===== src/rtl/gshare_bp_param_if.sv =====
// Fetch/execute-facing signal bundle of the gshare predictor.
// Requests and resolved-branch updates come in, registered predictions go out.
interface gshare_bp_param_if #(
    parameter int PC_W   = 32,
    parameter int HIST_W = 8
) ();
    logic              ready;
    logic              start;
    logic [PC_W-1:0]   branch_address;
    logic [6:0]        opcode;
    logic              pred_valid;
    logic              prediction;
    logic [HIST_W-1:0] pred_ghr;
    logic              update;
    logic [PC_W-1:0]   update_address;
    logic [6:0]        update_opcode;
    logic              branch_taken;
    logic [HIST_W-1:0] update_ghr;
    logic              update_mispredict;

    modport master (
        input  ready, pred_valid, prediction, pred_ghr,
        output start, branch_address, opcode,
        output update, update_address, update_opcode,
        output branch_taken, update_ghr, update_mispredict
    );

    modport slave (
        output ready, pred_valid, prediction, pred_ghr,
        input  start, branch_address, opcode,
        input  update, update_address, update_opcode,
        input  branch_taken, update_ghr, update_mispredict
    );
endinterface


===== src/rtl/gshare_bp_param.sv =====
// Gshare predictor: PHT of 2-bit counters indexed by PC ^ GHR, speculative GHR
// with mispredict recovery, and a power-up walk that initialises every counter.
module gshare_bp_param #(
    parameter int         PC_W     = 32,
    parameter int         IDX_W    = 8,
    parameter int         HIST_W   = 8,
    parameter logic [1:0] CNT_INIT = 2'b01
) (
    input  logic              clk,
    input  logic              rst,
    gshare_bp_param_if.slave  bp
);
    localparam int         DEPTH      = 2 ** IDX_W;
    localparam logic [6:0] OPC_BRANCH = 7'b1100011;
    localparam logic [6:0] OPC_JAL    = 7'b1101111;
    localparam logic [6:0] OPC_JALR   = 7'b1100111;

    typedef enum logic [0:0] {
        ST_INIT = 1'b0,
        ST_RUN  = 1'b1
    } state_e;

    state_e              state_q, state_d;
    logic [IDX_W-1:0]    init_ptr_q, init_ptr_d;
    logic [HIST_W-1:0]   ghr_q, ghr_d;
    logic                ready_q, ready_d;
    logic                pred_valid_q, pred_valid_d;
    logic                prediction_q, prediction_d;
    logic [HIST_W-1:0]   pred_ghr_q, pred_ghr_d;

    logic [1:0]          pht_q [DEPTH];
    logic                pht_we_s;
    logic [IDX_W-1:0]    pht_waddr_s;
    logic [1:0]          pht_wdata_s;
    logic [IDX_W-1:0]    pred_idx_s;
    logic [IDX_W-1:0]    upd_idx_s;
    logic                pred_bit_s;

    function automatic logic [IDX_W-1:0] zext_hist(input logic [HIST_W-1:0] h);
        logic [IDX_W-1:0] r;
        r              = '0;
        r[HIST_W-1:0]  = h;
        return r;
    endfunction

    function automatic logic [1:0] sat_count(input logic [1:0] cnt, input logic taken);
        logic [1:0] r;
        case ({taken, cnt})
            3'b1_11: r = 2'b11;
            3'b0_00: r = 2'b00;
            3'b1_00, 3'b1_01, 3'b1_10: r = cnt + 2'b01;
            3'b0_01, 3'b0_10, 3'b0_11: r = cnt - 2'b01;
            default: r = cnt;
        endcase
        return r;
    endfunction

    assign pred_idx_s = bp.branch_address[IDX_W+1:2] ^ zext_hist(ghr_q);
    assign upd_idx_s  = bp.update_address[IDX_W+1:2] ^ zext_hist(bp.update_ghr);

    // Next-state, PHT write port and speculative/recovered GHR selection
    always_comb begin
        state_d      = state_q;
        init_ptr_d   = init_ptr_q;
        ghr_d        = ghr_q;
        ready_d      = ready_q;
        pred_valid_d = 1'b0;
        prediction_d = prediction_q;
        pred_ghr_d   = pred_ghr_q;
        pht_we_s     = 1'b0;
        pht_waddr_s  = '0;
        pht_wdata_s  = CNT_INIT;
        pred_bit_s   = 1'b0;
        case (state_q)
            ST_INIT: begin
                pht_we_s    = 1'b1;
                pht_waddr_s = init_ptr_q;
                pht_wdata_s = CNT_INIT;
                init_ptr_d  = init_ptr_q + IDX_W'(1);
                if (init_ptr_q == IDX_W'(DEPTH - 1)) begin
                    state_d = ST_RUN;
                    ready_d = 1'b1;
                end else begin
                    state_d = ST_INIT;
                end
            end
            ST_RUN: begin
                if (bp.start) begin
                    pred_valid_d = 1'b1;
                    pred_ghr_d   = ghr_q;
                    case (bp.opcode)
                        OPC_BRANCH: begin
                            pred_bit_s = pht_q[pred_idx_s][1];
                            ghr_d      = {ghr_q[HIST_W-2:0], pred_bit_s};
                        end
                        OPC_JAL, OPC_JALR: pred_bit_s = 1'b1;
                        default:           pred_bit_s = 1'b0;
                    endcase
                    prediction_d = pred_bit_s;
                end else begin
                    pred_valid_d = 1'b0;
                end
                // Recovery wins over the speculative shift of a same-cycle start
                if (bp.update && (bp.update_opcode == OPC_BRANCH)) begin
                    pht_we_s    = 1'b1;
                    pht_waddr_s = upd_idx_s;
                    pht_wdata_s = sat_count(pht_q[upd_idx_s], bp.branch_taken);
                    if (bp.update_mispredict) begin
                        ghr_d = {bp.update_ghr[HIST_W-2:0], bp.branch_taken};
                    end else begin
                        ghr_d = ghr_d;
                    end
                end else begin
                    pht_we_s = 1'b0;
                end
            end
            default: begin
                state_d    = ST_INIT;
                init_ptr_d = '0;
                ready_d    = 1'b0;
            end
        endcase
    end

    // Control state and registered outputs
    always_ff @(posedge clk) begin
        if (rst) begin
            state_q      <= ST_INIT;
            init_ptr_q   <= '0;
            ghr_q        <= '0;
            ready_q      <= 1'b0;
            pred_valid_q <= 1'b0;
            prediction_q <= 1'b0;
            pred_ghr_q   <= '0;
        end else begin
            state_q      <= state_d;
            init_ptr_q   <= init_ptr_d;
            ghr_q        <= ghr_d;
            ready_q      <= ready_d;
            pred_valid_q <= pred_valid_d;
            prediction_q <= prediction_d;
            pred_ghr_q   <= pred_ghr_d;
        end
    end

    // Counter table; contents are rebuilt by the init walk after every reset
    always_ff @(posedge clk) begin
        if (pht_we_s && !rst) begin
            pht_q[pht_waddr_s] <= pht_wdata_s;
        end
    end

    assign bp.ready      = ready_q;
    assign bp.pred_valid = pred_valid_q;
    assign bp.prediction = prediction_q;
    assign bp.pred_ghr   = pred_ghr_q;
endmodule

===== src/flat_wrapper.sv =====
// flat-port wrapper written by rule: the top's interface ports become plain ports
module gshare_bp_param_flat 
#(
    parameter int         PC_W     = 32,
    parameter int         IDX_W    = 8,
    parameter int         HIST_W   = 8,
    parameter logic [1:0] CNT_INIT = 2'b01
)
  (clk, rst, bp_ready, bp_pred_valid, bp_prediction, bp_pred_ghr, bp_start, bp_branch_address, bp_opcode, bp_update, bp_update_address, bp_update_opcode, bp_branch_taken, bp_update_ghr, bp_update_mispredict);
  gshare_bp_param_if #(.PC_W(PC_W), .HIST_W(HIST_W)) bp_i ();
  input  logic clk;
  input  logic rst;
  output wire logic [$bits(bp_i.ready)-1:0] bp_ready;
  output wire logic [$bits(bp_i.pred_valid)-1:0] bp_pred_valid;
  output wire logic [$bits(bp_i.prediction)-1:0] bp_prediction;
  output wire logic [$bits(bp_i.pred_ghr)-1:0] bp_pred_ghr;
  input wire logic [$bits(bp_i.start)-1:0] bp_start;
  input wire logic [$bits(bp_i.branch_address)-1:0] bp_branch_address;
  input wire logic [$bits(bp_i.opcode)-1:0] bp_opcode;
  input wire logic [$bits(bp_i.update)-1:0] bp_update;
  input wire logic [$bits(bp_i.update_address)-1:0] bp_update_address;
  input wire logic [$bits(bp_i.update_opcode)-1:0] bp_update_opcode;
  input wire logic [$bits(bp_i.branch_taken)-1:0] bp_branch_taken;
  input wire logic [$bits(bp_i.update_ghr)-1:0] bp_update_ghr;
  input wire logic [$bits(bp_i.update_mispredict)-1:0] bp_update_mispredict;
  assign bp_ready = bp_i.ready;
  assign bp_pred_valid = bp_i.pred_valid;
  assign bp_prediction = bp_i.prediction;
  assign bp_pred_ghr = bp_i.pred_ghr;
  assign bp_i.start = bp_start;
  assign bp_i.branch_address = bp_branch_address;
  assign bp_i.opcode = bp_opcode;
  assign bp_i.update = bp_update;
  assign bp_i.update_address = bp_update_address;
  assign bp_i.update_opcode = bp_update_opcode;
  assign bp_i.branch_taken = bp_branch_taken;
  assign bp_i.update_ghr = bp_update_ghr;
  assign bp_i.update_mispredict = bp_update_mispredict;
  gshare_bp_param #(.PC_W(PC_W), .IDX_W(IDX_W), .HIST_W(HIST_W), .CNT_INIT(CNT_INIT)) u_core (.clk(clk), .rst(rst), .bp(bp_i));
endmodule

===== config.mk =====
export PLATFORM = sky130hd
export DESIGN_NAME = gshare_bp_param_flat
export DESIGN_NICKNAME = d
export VERILOG_FILES = /design/src/rtl/gshare_bp_param_if.sv /design/src/rtl/gshare_bp_param.sv /design/src/flat_wrapper.sv
export SDC_FILE = /design/constraint.sdc
export NUM_CORES = 1
export LEC_CHECK = 0
export ABC_AREA = 1
export ABC_CLOCK_PERIOD_IN_PS = 14200
export CAP_MARGIN = 25
export CORE_MARGIN = 4
export CORE_UTILIZATION = 31
export CTS_BUF_LIST = sky130_fd_sc_hd__clkbuf_4
export DETAILED_ROUTE_END_ITERATION = 6
export PLACE_DENSITY = 0.43
export SYNTH_ARGS = -nofsm -noshare
export SYNTH_HDL_FRONTEND = slang
export SYNTH_SLANG_ARGS = --single-unit

===== constraint.sdc =====
create_clock -name clk -period 14.2 [get_ports clk]
set_clock_uncertainty 0.1 [all_clocks]
set_input_delay 2.13 -clock clk [delete_from_list [all_inputs] [get_ports clk]]
set_output_delay 2.13 -clock clk [all_outputs]
set_load 0.1 [all_outputs]

==> impl_metrics.csv <==
group,metric,value,unit
die,rows,105,
clock_tree,clock_path_buffers,3,
synth,ys_seq_area_share,62.1,%
sta,finalSetupTns,0,ns
pwr,leakagePower,10.8,nW
clock_tree,clkSinkCount,540,
global_routing,overflow,0,
critical_path,criticalPathCategory,"input pin to register",
sta,fmax,140,MHz
finish,drive_gt1_share,10.6,%
route,first_pass_iters,6,
sta,tightest_slew,1.11,ns
die,start_util,31.3,%
route,first_iter_violations,2275,
route,wl_per_cell,23.6,um
sta,setup-violations-final,0,
clock_tree,post-cts-setup-buffers,0,
pwr,powerDensity,122,nW/um^2
die,die_height,296,um
critical_path,path_max_fanout,80,
synth,synth_area,25700,um^2
synth,yosysMostFrequentCell,"nand2_1",
global_routing,grt_first_pass_wirelength,140000,um
sta,rsz0062_at_grt,"no",
finish,n_fill_cell,8346,
synth,synth_cell_type_count,30,
critical_path,slowest_stage,"buf_4",
critical_path,crit_chain,"clkdlybuf4s50_1, xnor2_2, buf_4, inv_4, buf_4, o211ai_1, o21ai_0, nand2_1, nand3_1, nand3_1, nand3_1, nand3_1, nand3_1, nand3_1, nand2_1, inv_1, nor2_4, buf_4, buf_4, buf_16",
sta,relSlewSlack,26.2,%
clock_tree,post_cts_resized,0,
critical_path,cpPeakStageDelay,0.89,ns
finish,fin_nets,2941,
clock_tree,htreeDepth,4,
critical_path,setup.worst_path.end_class,"register",
placed_design,dp_hpwl,51300,um
route,via_count,21600,
synth,syn_nets,2874,
die,ios,103,
sta,min_period,7.17,ns
run_status,status,"complete, no violations",
critical_path,crit_buf_inv,8,
sta,post-route-period-util,50.5,%
hold_path,hold_path_class,"register to register",
synth,synth_warnings,0,
synth,synth_area_leaders,"edfxtp_1, nand3_1, nand2_1, nor2_1, dfxtp_1",
die,die_x,296,um
global_routing,antenna_found_initial,5,
placed_design,dp_worst_setup_slack,6.00,ns
synth,yosys.area.top_type,"edfxtp_1",
route,wl,95400,um
placed_design,port_buffers,54,
sta,timing.final.ws_setup,7.03,ns
global_routing,grt_usage,21.8,%
die,core,82100,um^2
clock_tree,path_clk_slew,0.06,ns
clock_tree,cts_hold_buf,0,
finish,multi_input_area,8900,um^2
synth,netlist_instances,2781,
finish,regArea,15900,um^2
clock_tree,clock_latency,1.01,ns
die,floorplan.die_area,87500,um^2
critical_path,cpMostUsedCell,"nand3_1",
job,drv_cap,0,
finish,area_growth,14.1,%
clock_tree,cts-root-buf,"clkbuf_4",
placed_design,gp_congestion,0.827,
global_routing,grt_pass1_vias,21700,
global_routing,grt_max_degree,179,
route,drcViolationCount,0,
pwr,ir_worst_vdd,0.0734,mV
synth,ys_seq_elements,540,
sta,finalHoldViolations,0,
critical_path,cp_data_required_time,14.87,ns
route,antenna_left,0,
synth,async_flop_share,0,%
critical_path,critPathArrivalTime,7.83,ns
sta,slew_violations,0,
critical_path,critPathTopFamily,"buffers and inverters",
synth,synth_flop_cell,"edfxtp_1",
critical_path,startpoint_type,"input pin",
clock_tree,tritoncts,"built",
synth,synth-edff-count,512,
synth,netlist_top_cells_count,"nand2_1, nand3_1, edfxtp_1",
synth,synth_area_per_cell,9.23,um^2
synth,synth_top_cell_area_share,59.9,%
clock_tree,cts_buffers,159,
route,via_per_inst,5.34,
sequential cells by signal, summed over array words and instances, names as in the netlist:
| name | cells |
|---|---|
| u_core.init_ptr_q | 8 |
| u_core.bp.ready | 1 |
| u_core.bp.pred_valid | 1 |
| u_core.bp.prediction | 1 |
| u_core.pht_q | 512 |
| u_core.bp.pred_ghr | 8 |
| u_core.state_q | 1 |
| u_core.ghr_q | 8 |
cells in the final DEF, fill, tap and decap left out, types with 9 or more instances in the layout:
master           Yosys  layout
nand2_2              1      12
a21oi_1             19      19
o211ai_1            27      27
clkinv_1             1      36
dfxtp_1             28      28
nand3_1            667     666
o21ai_0             69      69
clkdlybuf4s50_1      0      54
buf_4                0      38
o22ai_1             23      23
nand2_1            799     784
clkbuf_4             0     226
edfxtp_1           512     512
nor2_1             354     353
inv_1               55      54
diode_2              0       9
metal layers:
metal | routed length, um | up-vias | share of wire [%] | track usage (%)
met5 | 27 | - | 0.028 | 0
met4 | 3450 | 4 | 3.6 | 8.75
met3 | 7850 | 218 | 8.2 | 4.75
met2 | 43700 | 967 | 46 | 34.8
met1 | 40400 | 10500 | 42 | 28.9
li1 | - | 9884 | - | -
path summary, 6_finish.rpt:
kind                           startpoint                              to  slack [ns]  depth (start not counted)
min reg2reg  u_core.bp.ready$_SDFFE_PP0P_    u_core.bp.ready$_SDFFE_PP0P_        0.39                          1
max reg2reg  u_core.ghr_q[0]$_SDFFE_PP0P_    u_core.ghr_q[0]$_SDFFE_PP0P_        9.37                         16
max                      bp_update_ghr[1]  u_core.pht_q[255][1]$_DFFE_PP_        7.03                         20
min          u_core.bp.ready$_SDFFE_PP0P_    u_core.bp.ready$_SDFFE_PP0P_        0.39                          1
metrics by stage:
step | instances | instance area (um^2) | hold WS (ns) | util [%] | total power, mW
finish | 4040 | 29300 | 0.386 | 35.7 | 3.56
floorplan | 2781 | 25700 | 0.360 | - | 1.96
detailed placement | 3757 | 27300 | 0.369 | 33.3 | 2.13
global placement | 3754 | 27200 | 0.369 | 33.2 | 2.13
global route | 4040 | 29300 | 0.400 | 35.7 | 3.73
CTS | 4031 | 29300 | 0.384 | 35.7 | 3.60
power by group:
part | internal, mW | switching (mW)
Clock | 0.781 | 0.682
Combinational | 0.0970 | 0.283
Sequential | 1.72 | 0.000883
Total | 2.60 | 0.966
layout make-up:
type / instances / area share (%)
inverters: 57 / 0.739
well taps: 1070 / 4.57
diodes: 9 / 0.0769
clock buffers: 226 / 5.79
multi-input cells: 1994 / 30.4
flip-flops and latches: 540 / 54.4
repair buffers: 96 / 3.14
clock inverters: 48 / 0.935
cells by family (layout without fill, tap and decap cells):
group	Yosys count	after routing	synth area share (%)
AND/OR/NAND/NOR	1833	1833	30.2
AO/OA/AOI/OAI	145	145	3.27
flip-flops	540	540	62.1
other	0	9	0
XOR/XNOR	15	15	0.599
adder cells (fa/ha/maj)	1	1	0.0487
buffers and inverters	247	427	3.85
(Power assumes the default switching activity.)
==> variant: new RTL, config.mk and constraints unchanged <==
Reset style: asynchronous (`rst`), changed in one clocked block.
--- a/src/rtl/gshare_bp_param.sv
+++ b/src/rtl/gshare_bp_param.sv
@@ -125,3 +125,3 @@
     // Control state and registered outputs
-    always_ff @(posedge clk) begin
+    always_ff @(posedge clk or posedge rst) begin
         if (rst) begin
Check against the original RTL: no difference found for any inputs over 10 cycles, from zero or initial values and one cycle with rst high; that may be too few to reach the edited logic, so the function may still have changed.
==> variant against the original RTL <==
  * Final area increased by 1.4%
  * Sequential cell count unchanged
  * Synthesized area up 1.3%
  * Power up 1.2%
  * Sequential share of layout area is 0.28 points lower
  * Wire length up 1.6%
  * First-iteration DRC count increased by 1.4%
  * Worst setup slack got worse by 760 ps
==> variant: results (changes against the original RTL) <==
{| class="wikitable"
! Metric !! Value
|-
| Switching pwr || 0.000944 W (-2.3%)
|-
| Worst r2r dst || u_core.bp.prediction
|-
| Global-route wire length before repair || 142000 um (+1.2%)
|-
| Met1 WL || 41400 um (+2.3%)
|-
| Worst slew margin || 29.4% (+3.2 points)
|-
| Endpoint of the worst setup timing path || u_core.pht_q[240][1]
|-
| Initial antenna violation count || 3 (-2)
|-
| Routability cong. || 0.801 (-3.1%)
|-
| Count of non-CTS buffers in the layout || 95 (-1.0%)
|-
| Number of cells on the worst hold path || 2 (+1)
|-
| Number of distinct library cells after synthesis || 26 (-13%)
|-
| Highest signal layer in the routed design || met4
|-
| Count of nets after finishing || 3008 (+2.3%)
|-
| Worst vdd ir || 0.0000606 V (-17%)
|-
| Worst skew pair latency || 980 ps (-30 ps)
|-
| Initial DRC Count || 2306 (+1.4%)
|-
| Dominant cells by area after synthesis || sky130_fd_sc_hd__edfxtp_1, sky130_fd_sc_hd__nand3_1, sky130_fd_sc_hd__nand2_1
|-
| Worst hold slack || 377 ps (-8.87 ps)
|-
| TritonCTS buffer count || 156 (-1.9%)
|-
| Worst hold start || u_core.bp.prediction
|-
| Number of fill cells || 8473 (+1.5%)
|-
| Antenna cell count || 2 (-7)
|-
| Internal reg-to-reg setup slack || 9530 ps (+160 ps)
|-
| Number of global-route vias before repair || 21700 (-0.37%)
|-
| Proportion of register bits with asynchronous set or reset after synthesis || 5.19% (+5.2 points)
|-
| Fraction of area in clock buffers and inverters || 6.91% (+0.18 points)
|-
| Endpoint of the worst hold-timing path || u_core.bp.prediction
|-
| Maximum number of pins on one net before global-route repair || 186 (+3.9%)
|-
| Global routing met3 resource utilization || 4.01% (-0.74 points)
|-
| Fraction of final layout cells sized beyond drive strength 1 || 10.7% (+0.13 points)
|-
| Global routing usage on met1 || 28.6% (-0.27 points)
|-
| Net count after synthesis || 2944 (+2.4%)
|-
| Critical path launch point || bp_update_ghr[0]
|-
| Proportion of synthesized chip area in sequential cells || 61.8% (-0.28 points)
|-
| Met3 wire length || 7280 um (-7.2%)
|-
| Nonclk inv count || 113 (+98%)
|-
| Run status || finished, final reports clean
|-
| Post-detailed-routing wire length || 97000 um (+1.6%)
|}
==> variant: cell count changes after synthesis, moves of 7 or more <==
cell	delta
sky130_fd_sc_hd__xor2_1	+7
sky130_fd_sc_hd__inv_1	+55
sky130_fd_sc_hd__buf_2	+14
sky130_fd_sc_hd__o22ai_1	-12
sky130_fd_sc_hd__buf_1	+7
sky130_fd_sc_hd__a21oi_1	-15
sky130_fd_sc_hd__clkbuf_1	-22
sky130_fd_sc_hd__o211ai_1	-18
sky130_fd_sc_hd__nand3_1	+74
sky130_fd_sc_hd__nor2_1	-76
sky130_fd_sc_hd__dfxtp_1	-28
sky130_fd_sc_hd__o21ai_0	-42
sky130_fd_sc_hd__dfrtp_1	+28
sky130_fd_sc_hd__nand2_1	+105
==> variant: logic make-up after synthesis <==
family                     Yosys count  share of synthesized area (%)
xor gates and xnor gates            22                          0.798
adders and majority gates            1                         0.0481
buffers and inverters              302                           4.66
DFF                                540                           61.8
and+or+nand+nor                   1933                           31.5
AOI/OAI and AO/OA                   53                           1.17
==> variant: per-stage QoR <==
stage	total power (W)	cells	worst slack, ps	cell area (um2)
after floorplan	0.00195	2851	3110	26000
after global placement	0.00210	3825	5010	27600
after detailed placement	0.00210	3825	4930	27600
after CTS	0.00365	4097	6030	29700
after global routing	0.00376	4101	5930	29700
final	0.00360	4101	6270	29700
==> variant: power by group through the flow <==
| stage | Sequential, W | Clock [W] | Combinational, W |
|---|---|---|---|
| after floorplan | 0.00175 | 0 | 0.000205 |
| after global placement | 0.00175 | 0 | 0.000351 |
| after detailed placement | 0.00175 | 0 | 0.000350 |
| after CTS | 0.00172 | 0.00158 | 0.000351 |
| after global routing | 0.00172 | 0.00166 | 0.000379 |
| final | 0.00172 | 0.00153 | 0.000354 |
